## config.mk

```make
export PLATFORM = sky130hd
export DESIGN_NAME = phi_coincidence_trigger
export DESIGN_NICKNAME = d
export VERILOG_FILES = /design/src/rtl/anita_trig_pkg.sv /design/src/rtl/phi_window_count.sv /design/src/rtl/phi_coincidence_trigger.sv
export SDC_FILE = /design/constraint.sdc
export NUM_CORES = 1
export LEC_CHECK = 0
export CORE_ASPECT_RATIO = 1.4
export CORE_UTILIZATION = 56
export DETAILED_ROUTE_END_ITERATION = 12
export PLACE_DENSITY_LB_ADDON = 0.1
export SYNTH_ARGS = -nofsm -noshare
export SYNTH_HDL_FRONTEND = slang
export SYNTH_SLANG_ARGS = --single-unit
```

## constraint.sdc

```tcl
create_clock -name clk250_i -period 3.45 [get_ports clk250_i]
set_clock_uncertainty 0.2 [all_clocks]
set_input_delay 0.345 -clock clk250_i [delete_from_list [all_inputs] [get_ports clk250_i]]
set_output_delay 0.345 -clock clk250_i [all_outputs]
set_load 0.05 [all_outputs]
```

## src/rtl/anita_trig_pkg.sv

```systemverilog
// Shared types for the phi coincidence trigger: FSM state encoding and the pol/sector flat index helper.
// Purely declarative; no latency or flow-control implications.
package anita_trig_pkg;

  typedef enum logic {
    ST_IDLE = 1'b0,
    ST_HOLD = 1'b1
  } trig_state_t;

  // Flat bit index of sector 'sect' (taken mod num_phi) in polarisation 'pol'.
  function automatic int sect_idx(input int pol, input int sect, input int num_phi);
    return pol * num_phi + (sect % num_phi);
  endfunction

endpackage

```

## src/rtl/phi_window_count.sv

```systemverilog
// Per-polarisation sliding-window popcount of WIN adjacent phi sectors, wrapping mod NUM_PHI.
// Combinational, zero latency; no flow control (the parent registers the compare).
module phi_window_count
  import anita_trig_pkg::*;
#(
  parameter int NUM_PHI = 16,
  parameter int WIN     = 2,
  parameter int CW      = $clog2(WIN + 1)
) (
  input  logic [NUM_PHI-1:0]         hits,
  output logic [NUM_PHI-1:0][CW-1:0] cnt
);

  always_comb begin
    cnt = '0;
    for (int i = 0; i < NUM_PHI; i++) begin
      for (int k = 0; k < WIN; k++) begin
        cnt[i] = cnt[i] + CW'(hits[sect_idx(0, i + k, NUM_PHI)]);
      end
    end
  end

endmodule

```

## src/rtl/phi_coincidence_trigger.sv

```systemverilog
// N-of-WIN phi coincidence trigger with holdoff, disable, pattern latch and counters; phi_i to trig_o is 4 cycles.
// No backpressure: holdoff and disable drop coincidences; optional prescale via macro TRIG_PRESCALE_EN.
module phi_coincidence_trigger
  import anita_trig_pkg::*;
#(
  parameter int NUM_PHI = 16,
  parameter int NUM_POL = 2,
  parameter int WIN     = 2,
  parameter int HOLD_W  = 8,
  parameter int CNT_W   = 16
) (
  input  logic                       clk250_i,
  input  logic                       rst_i,
  input  logic [NUM_POL*NUM_PHI-1:0] phi_i,
  input  logic [NUM_POL*NUM_PHI-1:0] phi_mask_i,
  input  logic [$clog2(WIN+1)-1:0]   nreq_i,
  input  logic [HOLD_W-1:0]          holdoff_i,
  input  logic                       disable_i,
  input  logic [7:0]                 prescale_i,
  input  logic                       count_clr_i,
  output logic                       trig_o,
  output logic                       busy_o,
  output logic [NUM_POL*NUM_PHI-1:0] pattern_o,
  output logic [CNT_W-1:0]           trig_count_o,
  output logic [CNT_W-1:0]           raw_count_o
);

  localparam int NB = NUM_POL * NUM_PHI;
  localparam int CW = $clog2(WIN + 1);

  logic [NB-1:0] hit_r, hit_d, coinc, pat_c;
  logic          dis_r, any_c, any_d;
  logic [NUM_POL-1:0][NUM_PHI-1:0][CW-1:0] win_cnt;
  logic [CW-1:0] nreq_eff;
  trig_state_t   state;
  logic [HOLD_W-1:0] hcnt;
  logic          cand, fire;

  assign nreq_eff = (nreq_i == '0) ? CW'(1) : nreq_i;
  assign cand     = any_c & ~dis_r & (state == ST_IDLE);

  for (genvar p = 0; p < NUM_POL; p++) begin : g_pol
    phi_window_count #(
      .NUM_PHI(NUM_PHI),
      .WIN    (WIN),
      .CW     (CW)
    ) u_win (
      .hits(hit_r[sect_idx(p, 0, NUM_PHI) +: NUM_PHI]),
      .cnt (win_cnt[p])
    );
  end

  // hit_d / pat_c travel alongside coinc / any_c so the latched pattern matches the firing window.
  always_ff @(posedge clk250_i) begin
    if (rst_i) begin
      hit_r <= '0;
      dis_r <= 1'b0;
      hit_d <= '0;
      coinc <= '0;
      any_c <= 1'b0;
      pat_c <= '0;
      any_d <= 1'b0;
    end else begin
      hit_r <= phi_i & ~phi_mask_i;
      dis_r <= disable_i;
      hit_d <= hit_r;
      for (int p = 0; p < NUM_POL; p++) begin
        for (int i = 0; i < NUM_PHI; i++) begin
          coinc[sect_idx(p, i, NUM_PHI)] <= (win_cnt[p][i] >= nreq_eff);
        end
      end
      any_c <= |coinc;
      pat_c <= hit_d;
      any_d <= any_c;
    end
  end

`ifdef TRIG_PRESCALE_EN
  logic [7:0] psc;

  assign fire = cand & (psc == prescale_i);

  // psc only advances on candidates; a lowered prescale_i lets it run to 255 and wrap before matching.
  always_ff @(posedge clk250_i) begin
    if (rst_i) begin
      psc <= '0;
    end else if (cand) begin
      psc <= fire ? 8'd0 : psc + 8'd1;
    end
  end
`else
  logic unused_prescale;

  assign unused_prescale = ^prescale_i;
  assign fire            = cand;
`endif

  always_ff @(posedge clk250_i) begin
    if (rst_i) begin
      state     <= ST_IDLE;
      hcnt      <= '0;
      trig_o    <= 1'b0;
      busy_o    <= 1'b0;
      pattern_o <= '0;
    end else begin
      trig_o <= 1'b0;
      case (state)
        ST_IDLE: begin
          if (fire) begin
            trig_o    <= 1'b1;
            pattern_o <= pat_c;
            hcnt      <= holdoff_i;
            if (holdoff_i != '0) begin
              state  <= ST_HOLD;
              busy_o <= 1'b1;
            end
          end
        end
        ST_HOLD: begin
          if (hcnt <= HOLD_W'(1)) begin
            state  <= ST_IDLE;
            busy_o <= 1'b0;
            hcnt   <= '0;
          end else begin
            hcnt <= hcnt - HOLD_W'(1);
          end
        end
      endcase
    end
  end

  // Clear wins over a same-cycle increment.
  always_ff @(posedge clk250_i) begin
    if (rst_i || count_clr_i) begin
      trig_count_o <= '0;
      raw_count_o  <= '0;
    end else begin
      if (fire) trig_count_o <= trig_count_o + CNT_W'(1);
      if (any_c && !any_d) raw_count_o <= raw_count_o + CNT_W'(1);
    end
  end

endmodule

```

==> reports/summary.txt, run 1 <==
CTS Buf Count: 20
Antenna Nets Post-Route: 0
Diode count: 0
Post-synthesis cell type count: 46
Sequential fraction of the synthesis area: 49.07%
Deepest clock path buffer count: 3
Top-count cell post-synth: dfxtp_1
Worst path buffer plus inverter count: 2
CP max FO: 24
Layout net count: 1186
Final hold vios: 0
Final Wtd Congestion: 0.7729
Final worst-path cycle share: 68.84%
Comb power frac: 10.0%
WP data required: 3590 ps
RSZ-0062 raised after global routing: no
Post-Route WL: 15640 microns
Share of cells above drive strength 1: 5.040%
Final setup vio count: 0
Share of the synthesized area in the top cell type: 49.07%
Placed Area: 0.01003 sq mm
Delay-heaviest family, CP: simple AND/OR/NAND/NOR gates
Ranking of synthesized cells by area: dfxtp_1 (49%), ha_1 (15%), nor2b_1 (5.3%), a21oi_1 (4.5%), nand2_1 (3.5%)
Drt pass-1 iters: 4
Finished Cell Area: 0.01071 sq mm
Fin Setup TNS: 0 ps
Worst setup EP type: flop
Post-synth top cells: dfxtp_1 (206), ha_1 (100), nand2_1 (79)
Pwr per Cell Area: 492.9 mW/mm^2
Routed wl met2: 7804 microns
Worst slew pin tran: 967.0 ps
Syn_nets: 1045
Vias in the first global route: 5885
Worst Setup Start Kind: flop
Max Cap Violations: 0
Vert. Die Dim: 147.0 microns
Clk_lat worst skew: 480 ps
Number of synthesized flops with an enable pin: 0
Core area: 0.01457 sq mm
WP data arrival: 2510 ps
Area growth from synthesis to layout: 27.48%
Rows: 52
Remaining DRCs: 0
Iteration-0 DRC count of the detailed router: 277
Root buf cell: clkbuf_16
Max_slew headroom: 35.38%
Static leakage: 0.004318 uW
Net switching power: 1161 uW
F_max: 421.1 MHz
Worst hold-check path type: input pin to flop
Crit-path cells: nor2b_1 -> buf_4 -> nand2_1 -> buf_4 -> nand2_1 -> a21oi_1
Fraction of registers with async set/reset: 0%
Postcts setup bufs: 0
Fin. max-slew vios: 0
Synth area leader: dfxtp_1
Seq pwr share: 47.5%
Fillers: 1105
Clock transition at the registers of the reported paths: 60 ps
I/O Buffers: 143
Cells after synthesis: 859
WL/cell: 13.02 microns
CTS hold repair buffers: 0
Status: complete, no violations
CTS tree: yes
Switch share: 21.98%
Cell Area, Synth: 0.008404 sq mm
Met1 wire length: 6911 microns
Setup CP Type: flop to flop
Total clock sinks: 206
Clock share of power: 42.5%
Internal cell power: 4120 uW
Synth Area per Inst: 9.784 sq um
Via Count: 6148
WL met3: 625 microns
Io pins: 152
Vias/cell: 5.119
Total gr overflow: 0
Initial antenna violation count: 0
Largest stage delay on the critical path: 580 ps
Critical-path top delay cell: nand2_1
Tmin final: 2375 ps
Die area: 0.01551 sq mm
Synth warnings: 0
H-tree levels: 1
Initial Utilization: 57.67%
Die width: 105.5 microns
DR top layer: met4
Cts repair resizes: 0
Post-DP HPWL: 10500 microns
Post-synth top flop: dfxtp_1
First-pass GRT wire length: 26910 microns
GRT Overall Usage: 20.83%
Pin count of the biggest net entering global routing: 124
Register bit total from synthesis: 206
VDD IR max: 0.3833 mV
-- metrics by stage --
step / power, uW / hold slack [ps] / util [%] / worst slack [ps] / cells
finish: 5281 / 66.79 / 73.51 / 1075 / 1201
global route: 5520 / 72.02 / 73.51 / 851.2 / 1201
global placement: 3075 / 216.8 / 68.79 / 1069 / 1167
CTS: 5347 / 48.34 / 73.51 / 1016 / 1201
floorplan: 2895 / 213.8 / - / 1203 / 859
detailed placement: 3094 / 222.0 / 68.79 / 1040 / 1167
-- kinds of logic after synthesis --
group / share of synthesized area (%)
compound gates: 6.848
xor+xnor: 2.501
fa+ha+maj: 14.89
buf+inv: 3.320
flops: 49.07
mux: 0.7146
simple gates: 22.66
-- layout by cell type, fill, tap and decap left out, drive strengths merged, types with 2 or more instances in the layout --
cell             n
clkbuf          27
buf             10
nor4            13
clkdlybuf4s50  142
and3             3
nor2b           71
a311oi           2
nand4b           2
xor2            11
nor2            64
dfxtp          206
mux2i            6
and4             2
or3              7
o21ai           10
nand2b          33
nor3b           33
xnor2           13
a21oi           75
clkinv           4
a211oi           2
a31oi            2
nand3            9
inv             39
nand4           12
or4              6
ha             100
bufinv           3
nor3            10
o22a             4
nand2           79
-- worst reg2reg max path: stages (launching register included) --
cell and delay (ps):
dfxtp_1 510, nor2b_1 180, buf_4 200, nand2_1 590, buf_4 420, nand2_1 70
a21oi_1 60
-- area by class of cell --
cell class / instances / area [sq um] / area share (%)
flip-flops and latches: 206 / 4124 / 38.49
clock inverters: 7 / 110.1 / 1.028
repair buffers: 152 / 1513 / 14.12
clock buffers: 27 / 578.1 / 5.395
multi-input cells: 581 / 4006 / 37.39
inverters: 39 / 146.4 / 1.366
well taps: 189 / 236.5 / 2.207
-- layer usage --
layer  vias up  track usage, %
met2       132           37.43
li1       3179               -
met1      2815           25.83
met5         -               0
met4         0           5.833
met3        22           3.061
-- final timing paths --
path	cells after the start	startpoint	slack, ps	to
worst min register to register	2	pat_c[17]	230	pattern_o[17]
worst max register to register	6	any_c	1080	pattern_o[12]
worst min-delay path	2	rst_i	70	hcnt[0]
worst max-delay path	6	any_c	1080	pattern_o[12]
-- state kept, by name, summed over array words and instances, names as in the netlist --
name	cells
busy_o	1
trig_o	1
hit_d	32
coinc	32
hit_r	32
dis_r	1
trig_count_o	16
raw_count_o	16
any_c	1
state	1
pat_c	32
hcnt	8
any_d	1
pattern_o	32
-- power by group through the flow --
stage	registers [uW]	clock network [uW]	logic [uW]
6_report	2510	2240	527
3_5_place_dp	2560	0	531
4_1_cts	2510	2300	536
5_1_grt	2520	2400	601
3_3_place_gp	2560	0	513
2_1_floorplan	2570	0	324
Note: power is estimated with default switching activity, not from simulation.
==> run 2: changes to the inputs <==
--- a/config.mk
+++ b/config.mk
@@ -6,7 +6,7 @@
 export NUM_CORES = 1
 export LEC_CHECK = 0
 export CORE_ASPECT_RATIO = 1.4
-export CORE_UTILIZATION = 56
+export CORE_UTILIZATION = 52
 export DETAILED_ROUTE_END_ITERATION = 12
 export PLACE_DENSITY_LB_ADDON = 0.1
 export SYNTH_ARGS = -nofsm -noshare
==> constraint.sdc (replaced) <==
create_clock -name clk250_i -period 2.3 [get_ports clk250_i]
set_clock_uncertainty 0.2 [all_clocks]
set_input_delay 0.23 -clock clk250_i [delete_from_list [all_inputs] [get_ports clk250_i]]
set_output_delay 0.23 -clock clk250_i [all_outputs]
set_load 0.05 [all_outputs]
==> run 2 against run 1 <==
Net effect:
- global-route usage decreased by 1.3 points
- routed wire length increased by 1.3%
- combinational power increased by 50%
- total power increased by 53%
- via count increased by 0.63%
- register-to-register slack got worse by 860 ps
- sequential power increased by 50%
- clock power increased by 57%
- die area increased by 7.6%
- critical path type is now flop to primary output
- count of clock-buffer cells in the layout decreased by 1
- design area increased by 0.69%
- critical path depth decreased by 5
- critical endpoint is now raw_count_o[5]
==> reports/summary.txt, run 2 (same netlist as run 1, synthesis figures left out) <==
Status: complete, no violations
Share of cells above drive strength 1: 5.413% (+0.37 points)
Post-DP HPWL: 10830 microns (+3.1%)
Final setup vio count: 0 (unchanged)
Via Count: 6187 (+0.63%)
Pin count of the biggest net entering global routing: 176 (+42%)
Fin worst setup slack: 96.40 ps (-978.8 ps)
Vias/cell: 5.105 (-0.28%)
Worst Setup Start Kind: flop
Fin. max-slew vios: 0 (unchanged)
Net switching power: 1795 uW (+55%)
GRT Overall Usage: 19.58% (-1.3 points)
Clock transition at the registers of the reported paths: 60 ps (about the same)
Final hold vios: 0 (unchanged)
Clk_lat worst skew: 480 ps (about the same)
Cts repair resizes: 0 (unchanged)
Most frequent cells in the layout: dfxtp_1 (206), clkdlybuf4s50_1 (142), ha_1 (100)
Iteration-0 DRC count of the detailed router: 309 (+12%)
Postcts setup bufs: 0 (unchanged)
Total gr overflow: 0 (unchanged)
Util after Layout: 68.82% (-4.7 points)
Initial Utilization: 53.62% (-4.1 points)
Worst setup EP type: primary output
Worst hold start: phi_mask_i[19]
Area of the multi-input gates: 0.004006 sq mm (unchanged)
Switch share: 22.24% (+0.26 points)
Flop-to-flop setup slack: 220 ps (-860 ps)
Diode count: 0 (unchanged)
Total clock sinks: 206 (unchanged)
First-pass GRT wire length: 26950 microns (+0.15%)
Rows: 54 (+3.8%)
Delay-heaviest family, CP: buffers and inverters
Critical R2R Launch: raw_count_o[5]
VDD IR max: 0.5784 mV (+51%)
CTS tree: yes
Worst hold-check path type: input pin to flop
Antenna Nets Post-Route: 0 (unchanged)
WP data required: 1870 ps (-1720 ps)
Vias in the first global route: 6080 (+3.3%)
Critical-path top delay cell: clkdlybuf4s50_1
Seq pwr share: 46.7% (-0.8 points)
Initial antenna violation count: 0 (unchanged)
Final worst-path cycle share: 95.81%
Area growth from synthesis to layout: 28.36%
Max Cap Violations: 0 (unchanged)
Drt pass-1 iters: 4 (unchanged)
Io pins: 152 (unchanged)
Reg2Reg Depth: 4 (-2)
H-tree levels: 1 (unchanged)
Fin Setup TNS: 0 ps (unchanged)
Die width: 109.4 microns (+3.7%)
Tmin final: 2204 ps
Clock share of power: 43.5% (+1.0 points)
Sequential cell area: 0.004124 sq mm (unchanged)
Crit-path cells: clkdlybuf4s50_1
Layout net count: 1190 (+0.34%)
Fillers: 1267 (+15%)
RSZ-0062 raised after global routing: no
CTS Buf Count: 21 (+5.0%)
Post-Route WL: 15850 microns (+1.3%)
WP data arrival: 1770 ps (-740 ps)
Final Wtd Congestion: 0.8392 (+8.6%)
Static leakage: 0.004344 uW (+0.60%)
Worst path buffer plus inverter count: 1 (-1)
Setup CP Type: flop to primary output
F_max: 453.8 MHz
Remaining DRCs: 0 (unchanged)
Worst slew pin tran: 754.4 ps (-212.6 ps)
Root buf cell: clkbuf_16
WL/cell: 13.08 microns (+0.42%)
CP max FO: 6 (-75%)
Comb power frac: 9.8% (-0.2 points)
Largest stage delay on the critical path: 850 ps (+270 ps)
Min-Delay Endpoint: hit_r[19]
Max_slew headroom: 49.71% (+14 points)
Core area: 0.01568 sq mm (+7.6%)
I/O Buffers: 143 (unchanged)
Internal cell power: 6279 uW (+52%)
Most common cell after layout, fill and taps aside: dfxtp_1
Vert. Die Dim: 152.4 microns (+3.7%)
Hold depth: 2 (unchanged)
Die area: 0.01668 sq mm (+7.6%)
Pwr per Cell Area: 748.4 mW/mm^2 (+52%)
Deepest clock path buffer count: 3 (unchanged)
CTS hold repair buffers: 0 (unchanged)
RR Endpoint: raw_count_o[15]
Pre-CTS setup slack: 256.7 ps (-783.8 ps)
run 2: layer usage:
layer / GRT usage (%) / vias to the layer above / share of wire, %
li1: - / 3192 / -
met1: 22.95 / 2837 / 43
met2: 35.67 / 133 / 51
met3: 3.165 / 25 / 4.3
met4: 5.968 / 0 / 1.9
met5: 0 / - / 0
run 2: final cells by class:
cell class / instances / share of cell area (%)
Clock buffer: 26 / 5.231
Clock inverter: 9 / 1.427
Inverter: 39 / 1.357
Tap cell: 196 / 2.273
Sequential cell: 206 / 38.23
Timing Repair Buffer: 155 / 14.35
Multi-Input combinational cell: 581 / 37.14
run 2: worst max-delay path by stage:
stage / depth (start not counted) / endpoint / slack [ps] / startpoint
finish: 1 / raw_count_o[5] / 100 / raw_count_o[5]
global route: 1 / raw_count_o[5] / 20 / raw_count_o[5]
detailed placement: 7 / coinc[3] / 260 / nreq_i[0]
floorplan: 4 / raw_count_o[15] / 50 / raw_count_o[5]
CTS: 1 / raw_count_o[5] / 80 / raw_count_o[5]
global placement: 7 / coinc[7] / 270 / nreq_i[0]
run 2: power groups by stage:
stage               clock (uW)  combinational, uW  sequential [uW]
floorplan                    0                487             3860
global placement             0                777             3850
detailed placement           0                799             3850
CTS                       3610                807             3770
global route              3760                907             3780
finish                    3510                793             3770
run 2: per-stage QoR:
step / hold slack (ps) / cells / cell area [sq um] / power, uW
after floorplan: 105.8 / 859 / 8404 / 4342
after global placement: 217.0 / 1177 / 10070 / 4623
after detailed placement: 222.3 / 1177 / 10070 / 4648
after CTS: 67.08 / 1212 / 10790 / 8182
after global routing: 72.80 / 1212 / 10790 / 8444
final: 86.51 / 1212 / 10790 / 8074
==> RTL change 1 (settings of run 1) <==
Register the output `raw_count_o` once more, cleared by the reset; this adds one clock of latency there. The other outputs are not delayed to match.
--- a/src/rtl/phi_coincidence_trigger.sv
+++ b/src/rtl/phi_coincidence_trigger.sv
@@ -27,6 +27,8 @@
 
   localparam int NB = NUM_POL * NUM_PHI;
   localparam int CW = $clog2(WIN + 1);
+
+  logic [CNT_W-1:0] raw_count_s0;
 
   logic [NB-1:0] hit_r, hit_d, coinc, pat_c;
   logic          dis_r, any_c, any_d;
@@ -133,10 +135,18 @@
   always_ff @(posedge clk250_i) begin
     if (rst_i || count_clr_i) begin
       trig_count_o <= '0;
-      raw_count_o  <= '0;
+      raw_count_s0 <= '0;
     end else begin
       if (fire) trig_count_o <= trig_count_o + CNT_W'(1);
-      if (any_c && !any_d) raw_count_o <= raw_count_o + CNT_W'(1);
+      if (any_c && !any_d) raw_count_s0 <= raw_count_s0 + CNT_W'(1);
+    end
+  end
+
+  always_ff @(posedge clk250_i) begin
+    if (rst_i) begin
+      raw_count_o <= '0;
+    end else begin
+      raw_count_o <= raw_count_s0;
     end
   end
 
Behaviour: not the same (a bounded check fails within 10 cycles, from zero or initial values and one cycle with rst_i high).
==> RTL change 1 against run 1 <==
  * The flow now finishes with violations (design-rule violations)
  * Critical path type is now reg -> out
  * Clock power hardly changed
  * Via count increased by 2.6%
  * Design area is 3.7% higher
  * Utilization down 2.0 points
  * Synthesized area rose by 5.3%
  * Hold slack lost 0.041 ns
  * Final cell count grew 3.5%
  * Wire length decreased by 0.56%
  * Critical endpoint is now trig_count_o[11]
  * Power is 3.5% higher
  * Highest routed layer unchanged
  * Setup slack better by 0.025 ns
  * Sequential cell count rose by 16
  * Sequential share of layout area rose by 1.5 points
==> RTL change 1: results (changes against run 1) <==
* Run status: finished, violations left
- The final reports fail on design-rule violations.
* Global-route wire length before repair: 26.0 mm (-3.5%)
* Count of multi-input combinational gates: 597 (+2.8%)
- Finished Layout Cells: 1,243 (+3.5%)
* Grt met2 use: 34.2% (-3.3 points)
- The count of unique library cells instantiated by Yosys was 45 (-2.2%).
* Transition time at the pin with the least slew margin: 0.802 ns (-0.165 ns)
- The worst hold margin came to 0.0255 ns (-0.0413 ns).
- The met1 routing resource usage after global routing came to 24.6% (-1.3 points).
* Peak supply drop: 384 uV (about the same)
- Number of global-route vias before repair: 5,786 (-1.7%)
- The number of buffers added by the clock tree synthesis step is 21 (+5.0%).
- Worst setup endpoint: trig_count_o[11]
- The clock tree cell share of total cell area was 6.08% (-0.34 points).
- Number of iterations in the first detailed-routing pass: 8 (+4)
- CP max-delay cell: sky130_fd_sc_hd__clkdlybuf4s50_1
- The remaining routing DRC violations came to 1 (+1).
- The arrival time at the worst endpoint is 1.80 ns (-0.71 ns).
- The number of nets in the layout came to 1,218 (+2.7%).
- The average wire length per cell after detail routing came to 12.5 um (-3.9%).
- The worst hold path terminates at trig_count_o[10].
- The number of DRC markers after the initial detailed-route iteration is 323 (+17%).
* Synthesized-area fraction occupied by ao, oa, aoi and oai cells: 6.76% (-0.088 points)
* Width of the chip: 108 um (+2.6%)
- Vias post-DR: 6,308 (+2.6%)
* Sequential cell area in the final layout: 4440 um^2 (+7.8%)
- The clock buffer count is 29 (+7.4%).
- By area the synthesized netlist is led by sky130_fd_sc_hd__dfxtp_1 (50%), sky130_fd_sc_hd__ha_1 (14%), sky130_fd_sc_hd__nor2b_1 (6.0%).
- Length of routed met3 wiring: 577 um (-7.7%)
- The number of cells on the worst hold path is 4 (+2).
- List of most frequent post-synthesis cells: sky130_fd_sc_hd__dfxtp_1 (222), sky130_fd_sc_hd__ha_1 (100), sky130_fd_sc_hd__nor2b_1 (85), sky130_fd_sc_hd__nand2_1 (82), sky130_fd_sc_hd__a21oi_1 (74)
- Sum of met2 wire segment lengths after detailed routing: 7.59 mm (-2.7%)
- The largest stage delay on the critical path is 0.85 ns (+0.27 ns).
- Leakage power of the design: 4.45 nW (+3.1%)
* Largest fanout on the critical path: 7 (-71%)
* Mux share of post-synthesis cell area: 0.792% (+0.077 points)
- The number of clock sinks is 222 (+7.8%).
- The post-synthesis average cell area was 9.85 um^2 (+0.70%).
* Routability congestion estimate: 0.788 (+1.9%)
- The largest net degree at the start of global routing is 192 (+55%).
- The total routing usage reported by global routing was 19.5% (-1.3 points).
- The cell family contributing the most delay on the critical path is buffers and inverters.
* Worst Reg2Reg Path Length in Cells: 4 (-2)
- The met3 usage is 2.90% (-0.16 points).
- Total routed wire length on the met1 layer: 7.13 mm (+3.2%)
* Non-CTS buffers: 148 (-2.6%)
* Launching element of the worst setup path: trig_count_o[11]
- Layout filler cell count: 1,212 (+9.7%)
* Synthesized-area fraction occupied by adder cells: 14.1% (-0.75 points)
* Sequential share of the synthesized area: 50.2% (+1.2 points)
- Worst slack at placement: 1.17 ns (+0.125 ns)
- The startpoint identified for the worst register-to-register timing path is state.
==> RTL change 1: cell types whose count changed after synthesis, sizes merged, moves of 3 or more <==
| cell | change |
|---|---|
| inv | +3 |
| nor2 | +5 |
| nor2b | +14 |
| xnor2 | +5 |
| nand2 | +3 |
| nor4 | +3 |
| xor2 | -7 |
| nand4 | -5 |
| dfxtp | +16 |
| o21ai | -6 |
==> RTL change 1: worst min-delay path: cells and delay by family <==
family	cells	cell delay (ns)
and+or+nand+nor	2	0.17
buffers and inverters	1	0.09
muxes	1	0.06
==> RTL change 1: power by group <==
part | total [mW] | internal, mW | switching (mW) | leakage, nW
sequential | 2.70 | 2.64 | 0.0574 | 1.81
combinational | 0.523 | 0.269 | 0.255 | 2.33
clock | 2.24 | 1.31 | 0.932 | 0.320
==> RTL change 1: metrics by stage <==
step / cell area, um^2 / utilization (%)
after CTS: 11100 / 71.5
after floorplan: 8850 / -
final: 11100 / 71.5
after detailed placement: 10400 / 67.2
after global placement: 10400 / 67.2
after global routing: 11100 / 71.5
==> RTL change 2 (flow settings as in run 1) <==
Without the edit above. Build with the macro `TRIG_PRESCALE_EN` defined.
--- a/src/rtl/phi_coincidence_trigger.sv
+++ b/src/rtl/phi_coincidence_trigger.sv
@@ -1,5 +1,7 @@
 // N-of-WIN phi coincidence trigger with holdoff, disable, pattern latch and counters; phi_i to trig_o is 4 cycles.
 // No backpressure: holdoff and disable drop coincidences; optional prescale via macro TRIG_PRESCALE_EN.
+`define TRIG_PRESCALE_EN
+
 module phi_coincidence_trigger
   import anita_trig_pkg::*;
 #(
Formal check against the unedited RTL: not equivalent (a bounded check fails within 10 cycles, from zero or initial values and one cycle with rst_i high).
==> RTL change 2 against run 1 <==
  * Sequential cell count up 8
  * Synthesized cell count rose by 8.5%
  * Critical path depth decreased by 1
  * Design area rose by 4.8%
  * Utilization decreased by 1.2 points
  * Largest power group unchanged
  * Maximum frequency shrank 10%
  * Sequential share of layout area down 0.35 points
  * Synthesized area rose by 5.8%
  * Power shrank 0.54%
  * Critical path type unchanged
  * Highest routed layer unchanged
  * Die area is 5.7% higher
  * Via count grew 6.7%
  * Setup slack lost 0.26 ns
  * Wire length rose by 5.0%
==> RTL change 2: results (changes against run 1) <==
- Instance count of the mapped netlist: 932 (+8.5%)
- All-Layer GR Usage: 20.2% (-0.64 points)
- Power in sequential cells: 2.57 mW (+2%)
* Power in the clock group: 2.30 mW (+3%)
- The worst-case reg-to-reg path depth came to 5 (-1).
- The highest net fanout along the worst path came to 20 (-17%).
- The post-place instance area is 10,500 um^2 (+4.9%).
- The wire length of the first global-routing pass was 27.1 mm (+0.77%).
* Number of placed instances with taps included: 1,243 (+6.5%)
- The maximum resistive drop on vdd is 401 uV (+4.7%).
- CP peak stage delay: 0.56 ns (-0.02 ns)
* Proportion of cell area spent on the clock network: 6.35% (-0.073 points)
- The count of fill cells added during filler insertion was 1,232 (+11%).
* Number of violations reported at the end of detailed-routing iteration 0: 325 (+17%)
- Number of global-route vias before repair: 6,084 (+3.4%)
* Clock period minus worst slack: 2.64 ns (+0.264 ns)
- Run status: finished, final reports clean
- The count of buffers not belonging to the clock network in the layout is 156 (+2.6%).
- Following the worst setup path forward leads to its endpoint at trig_count_o[15].
* List of most frequent post-synthesis cells: sky130_fd_sc_hd__dfxtp_1 (214), sky130_fd_sc_hd__ha_1 (101), sky130_fd_sc_hd__nand2_1 (87), sky130_fd_sc_hd__a21oi_1 (84)
* Worst setup slack for register-to-register paths: 0.81 ns (-0.26 ns)
- The worst hold margin is 0.142 ns (+0.0756 ns).
* Ratio of cells with drive above 1 in the final layout: 4.16% (-0.88 points)
* Total wire length after detailed routing: 16.4 mm (+5.0%)
* Syn nets: 1,119 (+7.1%)
- Estimated wirelength of the detail-placed design: 11.2 mm (+6.3%)
- PortBufs: 151 (+5.6%)
* Worst slack at placement: 0.546 ns (-0.494 ns)
- Sequential share of the synthesized area: 48.2% (-0.89 points)
* Sequential cell area in the final layout: 4280 um^2 (+3.9%)
- The count of unique library cells instantiated by Yosys came to 40 (-13%).
* Num CTS Buffers: 21 (+5.0%)
* Routability congestion estimate: 0.861 (+11%)
- Count of inverters not on the clock network in the layout: 45 (+15%)
- Number of iterations in the first detailed-routing pass: 8 (+4)
- Share of final layout cell area taken by non-clock buffers: 13.9% (-0.21 points)
- CP max-delay cell: sky130_fd_sc_hd__dfxtp_1
- Total power: 5.25 mW (-0.54%)
* Total of clock buffers placed in the layout: 31 (+15%)
* Core Rows: 54 (+3.8%)
- The number of sequential cells in the layout was 214 (+3.9%).
- The worst hold path terminates at pat_c[31].
-- RTL change 2: changes by cell type after synthesis, sizes merged, moves of 4 or more --
cell and delta:
a21oi +9, clkbuf +5, dfxtp +8, inv +6
nand2 +8, nand3 +4, nor2 +6, nor4 +5
o21ai +5, o22a -4, or3 +10, xnor2 +4
-- RTL change 2: logic make-up (layout without fill, tap and decap cells) --
logic type / count (synthesis) / count (layout) / share of synthesized area (%)
simple gates: 384 / 384 / 23.1
flops: 214 / 214 / 48.2
compound gates: 111 / 111 / 6.85
fa+ha+maj: 101 / 101 / 14.2
buf+inv: 86 / 237 / 4.01
xor+xnor: 31 / 31 / 3.05
mux: 5 / 5 / 0.563
-- RTL change 2: metal layers --
layer  global-route usage (%)  vias to the layer above  wire length [um]
met4                     6.15                        0               376
li1                         -                     3416                 -
met5                        0                        -                 0
met1                     25.2                     2973              7210
met2                     35.8                      138              8010
met3                     2.75                       34               824
